### src/rtl/sayeh_alu_seq.sv
`default_nettype none
//==============================================================================
// Module      : sayeh_alu_seq
// Description : Sequential ALU for the Sayeh datapath. Accepts one operation
//               per start pulse. Logic/add/shift/compare ops complete in one
//               cycle; the 8x8 MUL runs a shift-add loop over MUL_STEPS
//               cycles. On completion it presents result/carry/zero with a
//               one-cycle done, a status-register load strobe (sr_load) and a
//               register-file write enable (res_we).
// Ports       : clk, rst            - clock, synchronous active-high reset
//               start, opcode       - launch request and operation select
//               a, b, cin           - operands and incoming C flag
//               busy                - high while MUL iterates (start ignored)
//               done                - one-cycle completion pulse
//               result, carry, zero - op result and flags, held between dones
//               sr_load, res_we     - status-register load / regfile write
// Revision    : 1.0 - initial release
//==============================================================================
module sayeh_alu_seq #(
    parameter int WIDTH     = 16,
    parameter int MUL_STEPS = 8
) (
    input  logic             clk,
    input  logic             rst,
    input  logic             start,
    input  logic [3:0]       opcode,
    input  logic [WIDTH-1:0] a,
    input  logic [WIDTH-1:0] b,
    input  logic             cin,
    output logic             busy,
    output logic             done,
    output logic [WIDTH-1:0] result,
    output logic             carry,
    output logic             zero,
    output logic             sr_load,
    output logic             res_we
);

    localparam int c_HALF  = WIDTH / 2;
    localparam int c_CNT_W = (MUL_STEPS > 1) ? $clog2(MUL_STEPS) : 1;
    localparam logic [c_CNT_W-1:0] c_LAST_STEP = c_CNT_W'(MUL_STEPS - 1);

    localparam logic [1:0] c_ST_IDLE = 2'd0;
    localparam logic [1:0] c_ST_MUL  = 2'd1;
    localparam logic [1:0] c_ST_FIN  = 2'd2;

    localparam logic [3:0] c_OP_ADD = 4'd0;
    localparam logic [3:0] c_OP_SUB = 4'd1;
    localparam logic [3:0] c_OP_AND = 4'd2;
    localparam logic [3:0] c_OP_OR  = 4'd3;
    localparam logic [3:0] c_OP_XOR = 4'd4;
    localparam logic [3:0] c_OP_NOT = 4'd5;
    localparam logic [3:0] c_OP_SHL = 4'd6;
    localparam logic [3:0] c_OP_SHR = 4'd7;
    localparam logic [3:0] c_OP_CMP = 4'd8;
    localparam logic [3:0] c_OP_MUL = 4'd9;

    logic [1:0]         r_state;
    logic [c_CNT_W-1:0] r_cnt;
    logic [WIDTH-1:0]   r_mcand;
    logic [c_HALF-1:0]  r_mplier;
    logic [WIDTH-1:0]   r_acc;
    logic [WIDTH-1:0]   r_result;
    logic               r_carry;
    logic               r_zero;
    logic               r_sr_en;
    logic               r_we_en;

    logic               w_ready;
    logic               w_accept;
    logic [WIDTH:0]     w_sum;
    logic [WIDTH:0]     w_diff;
    logic [WIDTH-1:0]   w_res;
    logic               w_c;
    logic               w_z;
    logic               w_z_from_res;
    logic               w_sr;
    logic               w_we;
    logic [WIDTH-1:0]   w_pp;
    logic [WIDTH-1:0]   w_acc_next;

    // FIN doubles as a ready state so a new op can launch back-to-back.
    assign w_ready  = (r_state == c_ST_IDLE) || (r_state == c_ST_FIN);
    assign w_accept = start && w_ready;

    // Extra top bit carries the carry-out (ADD) or borrow (SUB).
    assign w_sum  = {1'b0, a} + {1'b0, b} + (WIDTH+1)'(cin);
    assign w_diff = {1'b0, a} - {1'b0, b} - (WIDTH+1)'(cin);

    // Single-cycle op results, evaluated on the accept edge so later input
    // changes cannot disturb the committed value.
    always_comb begin
        w_res        = '0;
        w_c          = r_carry;
        w_z          = r_zero;
        w_z_from_res = 1'b1;
        w_sr         = 1'b1;
        w_we         = 1'b1;
        case (opcode)
            c_OP_ADD: begin w_res = w_sum[WIDTH-1:0];  w_c = w_sum[WIDTH];  end
            c_OP_SUB: begin w_res = w_diff[WIDTH-1:0]; w_c = w_diff[WIDTH]; end
            c_OP_AND: begin w_res = a & b; w_c = cin; end
            c_OP_OR:  begin w_res = a | b; w_c = cin; end
            c_OP_XOR: begin w_res = a ^ b; w_c = cin; end
            c_OP_NOT: begin w_res = ~a;    w_c = cin; end
            c_OP_SHL: begin w_res = {a[WIDTH-2:0], 1'b0}; w_c = a[WIDTH-1]; end
            c_OP_SHR: begin w_res = {1'b0, a[WIDTH-1:1]}; w_c = a[0];       end
            c_OP_CMP: begin
                // Result shows a but is never written back; flags compare a/b.
                w_res        = a;
                w_c          = (a < b);
                w_z          = (a == b);
                w_z_from_res = 1'b0;
                w_we         = 1'b0;
            end
            default: begin
                // Illegal opcode: result cleared, flags untouched, no strobes.
                w_z_from_res = 1'b0;
                w_sr         = 1'b0;
                w_we         = 1'b0;
            end
        endcase
        if (w_z_from_res) begin
            w_z = (w_res == '0);
        end
    end

    // One partial product per cycle: multiplicand shifts left, multiplier
    // shifts right, LSB of the multiplier gates the add.
    assign w_pp       = r_mplier[0] ? r_mcand : '0;
    assign w_acc_next = r_acc + w_pp;

    always_ff @(posedge clk) begin
        if (rst) begin
            r_state  <= c_ST_IDLE;
            r_cnt    <= '0;
            r_mcand  <= '0;
            r_mplier <= '0;
            r_acc    <= '0;
            r_result <= '0;
            r_carry  <= 1'b0;
            r_zero   <= 1'b0;
            r_sr_en  <= 1'b0;
            r_we_en  <= 1'b0;
        end else begin
            case (r_state)
                c_ST_IDLE, c_ST_FIN: begin
                    if (w_accept) begin
                        if (opcode == c_OP_MUL) begin
                            r_state  <= c_ST_MUL;
                            r_cnt    <= '0;
                            r_mcand  <= {{(WIDTH-c_HALF){1'b0}}, a[c_HALF-1:0]};
                            r_mplier <= b[c_HALF-1:0];
                            r_acc    <= '0;
                        end else begin
                            r_state  <= c_ST_FIN;
                            r_result <= w_res;
                            r_carry  <= w_c;
                            r_zero   <= w_z;
                            r_sr_en  <= w_sr;
                            r_we_en  <= w_we;
                        end
                    end else begin
                        r_state <= c_ST_IDLE;
                    end
                end
                c_ST_MUL: begin
                    r_acc    <= w_acc_next;
                    r_mcand  <= {r_mcand[WIDTH-2:0], 1'b0};
                    r_mplier <= {1'b0, r_mplier[c_HALF-1:1]};
                    r_cnt    <= r_cnt + 1'b1;
                    if (r_cnt == c_LAST_STEP) begin
                        r_state  <= c_ST_FIN;
                        r_cnt    <= '0;
                        r_result <= w_acc_next;
                        r_carry  <= 1'b0;
                        r_zero   <= (w_acc_next == '0);
                        r_sr_en  <= 1'b1;
                        r_we_en  <= 1'b1;
                    end
                end
                default: r_state <= c_ST_IDLE;
            endcase
        end
    end

    assign busy    = (r_state == c_ST_MUL);
    assign done    = (r_state == c_ST_FIN);
    assign sr_load = done && r_sr_en;
    assign res_we  = done && r_we_en;
    assign result  = r_result;
    assign carry   = r_carry;
    assign zero    = r_zero;

endmodule
`default_nettype wire
### config.mk
export PLATFORM = sky130hd
export DESIGN_NAME = sayeh_alu_seq
export DESIGN_NICKNAME = d
export VERILOG_FILES = /design/src/rtl/sayeh_alu_seq.sv
export SDC_FILE = /design/constraint.sdc
export NUM_CORES = 1
export LEC_CHECK = 0
export BUFFER_PORTS_ARGS = -buffer_cell sky130_fd_sc_hd__buf_2
export CORE_MARGIN = 3
export CORE_UTILIZATION = 40
export DETAILED_ROUTE_END_ITERATION = 10
export GPL_ROUTABILITY_DRIVEN = 1
export PLACE_DENSITY_LB_ADDON = 0.05
export SLEW_MARGIN = 10
export SYNTH_ARGS = -nofsm -noshare
export SYNTH_HDL_FRONTEND = slang
export SYNTH_SLANG_ARGS = --single-unit
export TNS_END_PERCENT = 10
### constraint.sdc
create_clock -name clk -period 3.4 [get_ports clk]
set_clock_uncertainty 0.05 [all_clocks]
set_input_delay 0.17 -clock clk [delete_from_list [all_inputs] [get_ports clk]]
set_output_delay 0.17 -clock clk [all_outputs]
set_load 0.005 [all_outputs]
After elaboration in Yosys (flattened, before gate mapping):

Cells that the tools add are included.

* $lt $le $gt $ge: 1
* add/sub/neg operators: 6
* bitwise logic cells: 4
* mux-type cells: 43
* reductions and logical operators: 17
* eq/ne operators: 19

Operators with widths (number)
* $pmux 16 s9: 1
* $mux 16: 8
* $pmux 16 s2: 3
* $logic_not 16->1: 2
* $add 16x16->17: 1
* $add 17x1->17: 1
* $sub 16x16->17: 1
* $sub 17x1->17: 1
* $add 16x16->16: 1
* $and 16x16->16: 1
* $eq 16x16->1: 1
* $eq 4x3->1 const B: 4
* $lt 16x16->1: 1
* $mux 8: 2
* $not 16->16: 1
* $or 16x16->16: 1
* $pmux 8 s2: 1
* $xor 16x16->16: 1
* $mux 1: 15
* $reduce_and 5->1: 2
* $mux 3: 3
* $reduce_or 9->1: 1
* $eq 4x2->1 const B: 2
* $eq 4x4->1 const B: 2
* 24 further kinds: 33

* bits in registers: 65

Longest topological paths before layout:

* depth in word-level cells: 8
* depth in mapped cells: 14
* gate-level depth less buffers: 13

Least setup slack after synthesis:

Ideal clock, no wire load.

* kind: register to register
* from: register r_mplier[0]
* to: register r_result[15], in the netlist result[15]
* clock period less this slack: 2782 ps
* setup slack: 618 ps
* arrival time: 2665 ps
* library setup time: 67 ps
* path buffers: 2
* stages on the path, launching flop included: 14
* data required time: 3283 ps
* cell sequence: dfxtp_1 clkbuf_1 and2_1 ha_1 clkbuf_1 nand2_1 a21oi_1 a41oi_2 o31ai_2 a21oi_2 xnor2_1 xor2_1 a211o_1 a21oi_2

* cells in the longest elaborated chain, start to end: 4

Ends and longest elaborated chain
* start: declaration: RTL line 61 `logic [c_HALF-1:0] r_mplier;`
* start signal: assignment: RTL line 153 `r_mplier <= b[c_HALF-1:0];`
* start signal: assignment: RTL line 170 `r_mplier <= {1'b0, r_mplier[c_HALF-1:1]};`
* $mux 16: RTL line 130 `assign w_pp = r_mplier[0] ? r_mcand : '0;`
* $add 16x16->16: RTL line 131 `assign w_acc_next = r_acc + w_pp;`
* $mux 16: RTL line 172 `if (r_cnt == c_LAST_STEP) begin`
* $pmux 16 s2: RTL line 146 `case (r_state)`
* end signal: assignment: RTL line 157 `r_result <= w_res;`
* end signal: assignment: RTL line 175 `r_result <= w_acc_next;`
* end: declaration: RTL line 63 `logic [WIDTH-1:0] r_result;`

Every way passes these cells. The select of a mux whose other input is x is not followed.
A chain may end at the register's enable or synchronous reset.

Worst setup path in the final report:

* from: register r_mplier[0]
* to: register r_zero, in the netlist zero

* cells in the longest elaborated chain, start to end: 5

Ends and longest elaborated chain
* $mux 16: RTL line 130
* $add 16x16->16: RTL line 131
* $logic_not 16->1: RTL line 177 `r_zero <= (w_acc_next == '0);`
* $mux 1: RTL line 172
* $pmux 1 s2: RTL line 146
* end signal: assignment: RTL line 159 `r_zero <= w_z;`
* end signal: assignment: RTL line 177
* end: declaration: RTL line 65 `logic r_zero;`

Every way passes these cells. The select of a mux whose other input is x is not followed.

==> impl_metrics.yaml <==
sta:
  slew_headroom_pct: 22.6
  slew_viol_final: 0
  hold_viol: 0
  fmax_mhz: 322
  tightestPinTransition_ns: 1.16
  layout_min_cycle_time_ns: 3.11
  setup_viol: 0
  rsz0062_at_grt: "false"
  timing.hold.ws_ns: 0.120
  period_share_pct: 91.4
  final.setup.tns_ns: 0
clock_network:
  h-tree-depth: 3
  cts_setup_buffers: 0
  cts_tree: "yes"
  cts_resized: 0
  clkSinkCount: 65
  cts_buffers: 9
  cts_buffer_depth: 2
  cts-root-buf: "clkbuf_16"
  clkTransAtPathRegs_ns: 0.06
  postCtsHoldBufs: 0
  clk_latency_ns: 0.33
drt:
  post_drt_wl_per_cell_um: 20.8
  vias: 7816
  wirelength_mm: 27.0
  via_per_inst: 6.04
  ant_nets: 0
  drt_iter0_drc: 768
  drc_errors: 0
  drtPass1Iterations: 5
finish:
  stdcell_count: 1294
  antenna_cells: 0
  finalNetCount: 1200
  drive_gt1_share_pct: 14.0
  areaGrowthSynthToFinish_pct: 14.5
  fillCellCount: 1907
synth:
  synthCells: 992
  syn_nets: 1132
  synth.avg_cell_area_um2: 7.43
  synth_flop_cell: "dfxtp_1"
  yosysSeqAreaShare_pct: 17.7
  synth_seq_cells: 65
  yosys_warnings: 0
  synth_edf_count: 0
  synthArstFlopShare_pct: 0
  synth.distinct_cells: 84
  synth_area_um2: 7370
die:
  die-area_um2: 20100
  die_h_um: 142
  fp.coreArea_um2: 18000
  start_util_pct: 40.9
  ios: 62
  rows: 49
  die_w_um: 142
grt:
  grt_max_degree: 66
  grt_pass1_wl_mm: 41.8
  antenna_found_initial: 0
  grt-ovfl-total: 0
  grt_pass1_vias: 7274
  grt_usage_pct: 26.4
place:
  place_congestion: 0.976
  port_buffers: 61
  dpl.hpwl_mm: 21.4
  placed_cells: 1278
setup_path:
  cp.arrival_ns: 3.34
  crit_fanout: 8
  slowest_stage: "fa_1"
  critical_path_buf_inv_count: 0
  cp.required_ns: 3.63
  path_class: "reg2reg"
  cp-end-kind: "flip-flop"
  critical-path-max-stage-delay_ns: 0.47
  cp_cell_sequence: "and2_1 -> ha_1 -> fa_1 -> a21o_1 -> a31oi_1 -> o21ai_1 -> nor2_1 -> xnor2_1 -> or3_1 -> nor4_1 -> a41oi_1 -> nand2_1"
  setup.worst_path.start_class: "flip-flop"
  crit_family: "simple AND/OR/NAND/NOR gates"
min_path:
  hp-class: "in2reg"
run:
  drv_cap: 0
pwr:
  ir_drop_v: 0.000283
  power-per-cell-area_nw_per_um2: 331
  p_leak_nw: 3.65
status:
  status: "completed"
## worst paths after layout
check               from    endpoint  slack (ns)  cells past startpoint
max          r_mplier[0]        zero        0.29                     12
min                 a[0]  r_mcand[0]        0.12                      3
max reg2reg  r_mplier[0]        zero        0.29                     12
min reg2reg    result[3]   result[3]        0.40                      2
## stage by stage
step	setup WS (ns)	power (mW)	cell area, um^2	util (%)
after floorplan	0.618	1.38	7370	-
after global placement	0.120	1.70	8080	44.8
after detailed placement	0.0853	1.70	8080	44.8
after CTS	0.295	2.80	8440	46.8
after global routing	0.0399	2.93	8440	46.8
final	0.292	2.79	8440	46.8
## cell usage in the layout, fill, tap and decap left out, types with 11 or more instances in the layout
cell / count
nor2b_1: 13
or3_1: 11
xor2_1: 11
inv_1: 71
a31oi_1: 12
buf_4: 52
and2_1: 19
xnor2_1: 18
nor3_1: 19
a22oi_1: 11
ha_1: 95
nand2_1: 94
buf_2: 61
o211ai_1: 12
a21oi_1: 92
nor2_1: 96
a211oi_1: 11
dfxtp_1: 65
a2111oi_0: 16
nand3_1: 35
o21ai_0: 41
## logic make-up (layout without fill, tap and decap cells)
logic type / Yosys count / after routing / synth area share [%]
fa+ha+maj: 100 / 100 / 17.5
xor+xnor: 29 / 29 / 3.45
mux: 11 / 11 / 1.73
simple gates: 349 / 349 / 23.5
buf+inv: 129 / 202 / 7.34
compound gates: 309 / 309 / 28.8
flops: 65 / 65 / 17.7
## worst register-to-register path, stage by stage (launching register included)
cell and delay, ns:
dfxtp_1 0.37, and2_1 0.19, ha_1 0.24, fa_1 0.47
a21o_1 0.21, a31oi_1 0.28, o21ai_1 0.12, nor2_1 0.12
xnor2_1 0.10, or3_1 0.35, nor4_1 0.26, a41oi_1 0.19
nand2_1 0.10
## where the power goes
part           leakage [nW]  internal (mW)  switching (mW)
Combinational          2.95          0.336           0.565
Clock                 0.169          0.738           0.350
Sequential            0.527          0.786          0.0160
Total                  3.65           1.86           0.930
## routing by layer
| metal | track usage (%) | up-vias | share of wire, % | routed length (um) |
|---|---|---|---|---|
| met5 | 0 | - | 0 | 0 |
| met4 | 8.23 | 0 | 3.1 | 835 |
| met3 | 3.57 | 49 | 7.3 | 1970 |
| met2 | 38.8 | 354 | 42 | 11300 |
| met1 | 39.7 | 3665 | 48 | 12900 |
| li1 | - | 3748 | - | - |
## flip-flops by register name (all words and copies together) (netlist names), 2 cells and up
signal,count
r_cnt,3
r_state,2
r_mcand,16
r_mplier,8
r_acc,16
result,16
## synthesized netlist by cell type (all sizes together) (10+ instances only)
cell type / count / share of area [%]
nand2: 94 / 4.8
nor2: 96 / 4.9
nor4: 10 / 1.1
ha: 95 / 16
clkbuf: 35 / 1.8
a2111oi: 16 / 1.9
xnor2: 18 / 2.1
a31oi: 13 / 1.2
a21oi: 94 / 6.5
o211ai: 12 / 1.2
nand3: 35 / 2.4
nor3: 19 / 1.3
a211oi: 14 / 1.7
or3: 11 / 0.93
o21bai: 10 / 1.2
a22oi: 11 / 1.1
inv: 71 / 3.6
and2: 19 / 1.6
o21ai: 50 / 3.4
nor2b: 13 / 1.1
xor2: 11 / 1.3
buf: 21 / 1.8
dfxtp: 65 / 18
## layout make-up
cell class	count	area (um^2)	area share (%)
flip-flops and latches	65	1300	15.4
clock buffers	10	239	2.83
inverters	73	274	3.25
multi-input cells	798	5530	65.5
clock inverters	6	115	1.36
repair buffers	113	696	8.24
well taps	229	287	3.40
Power figures use the tool's default switching activity.
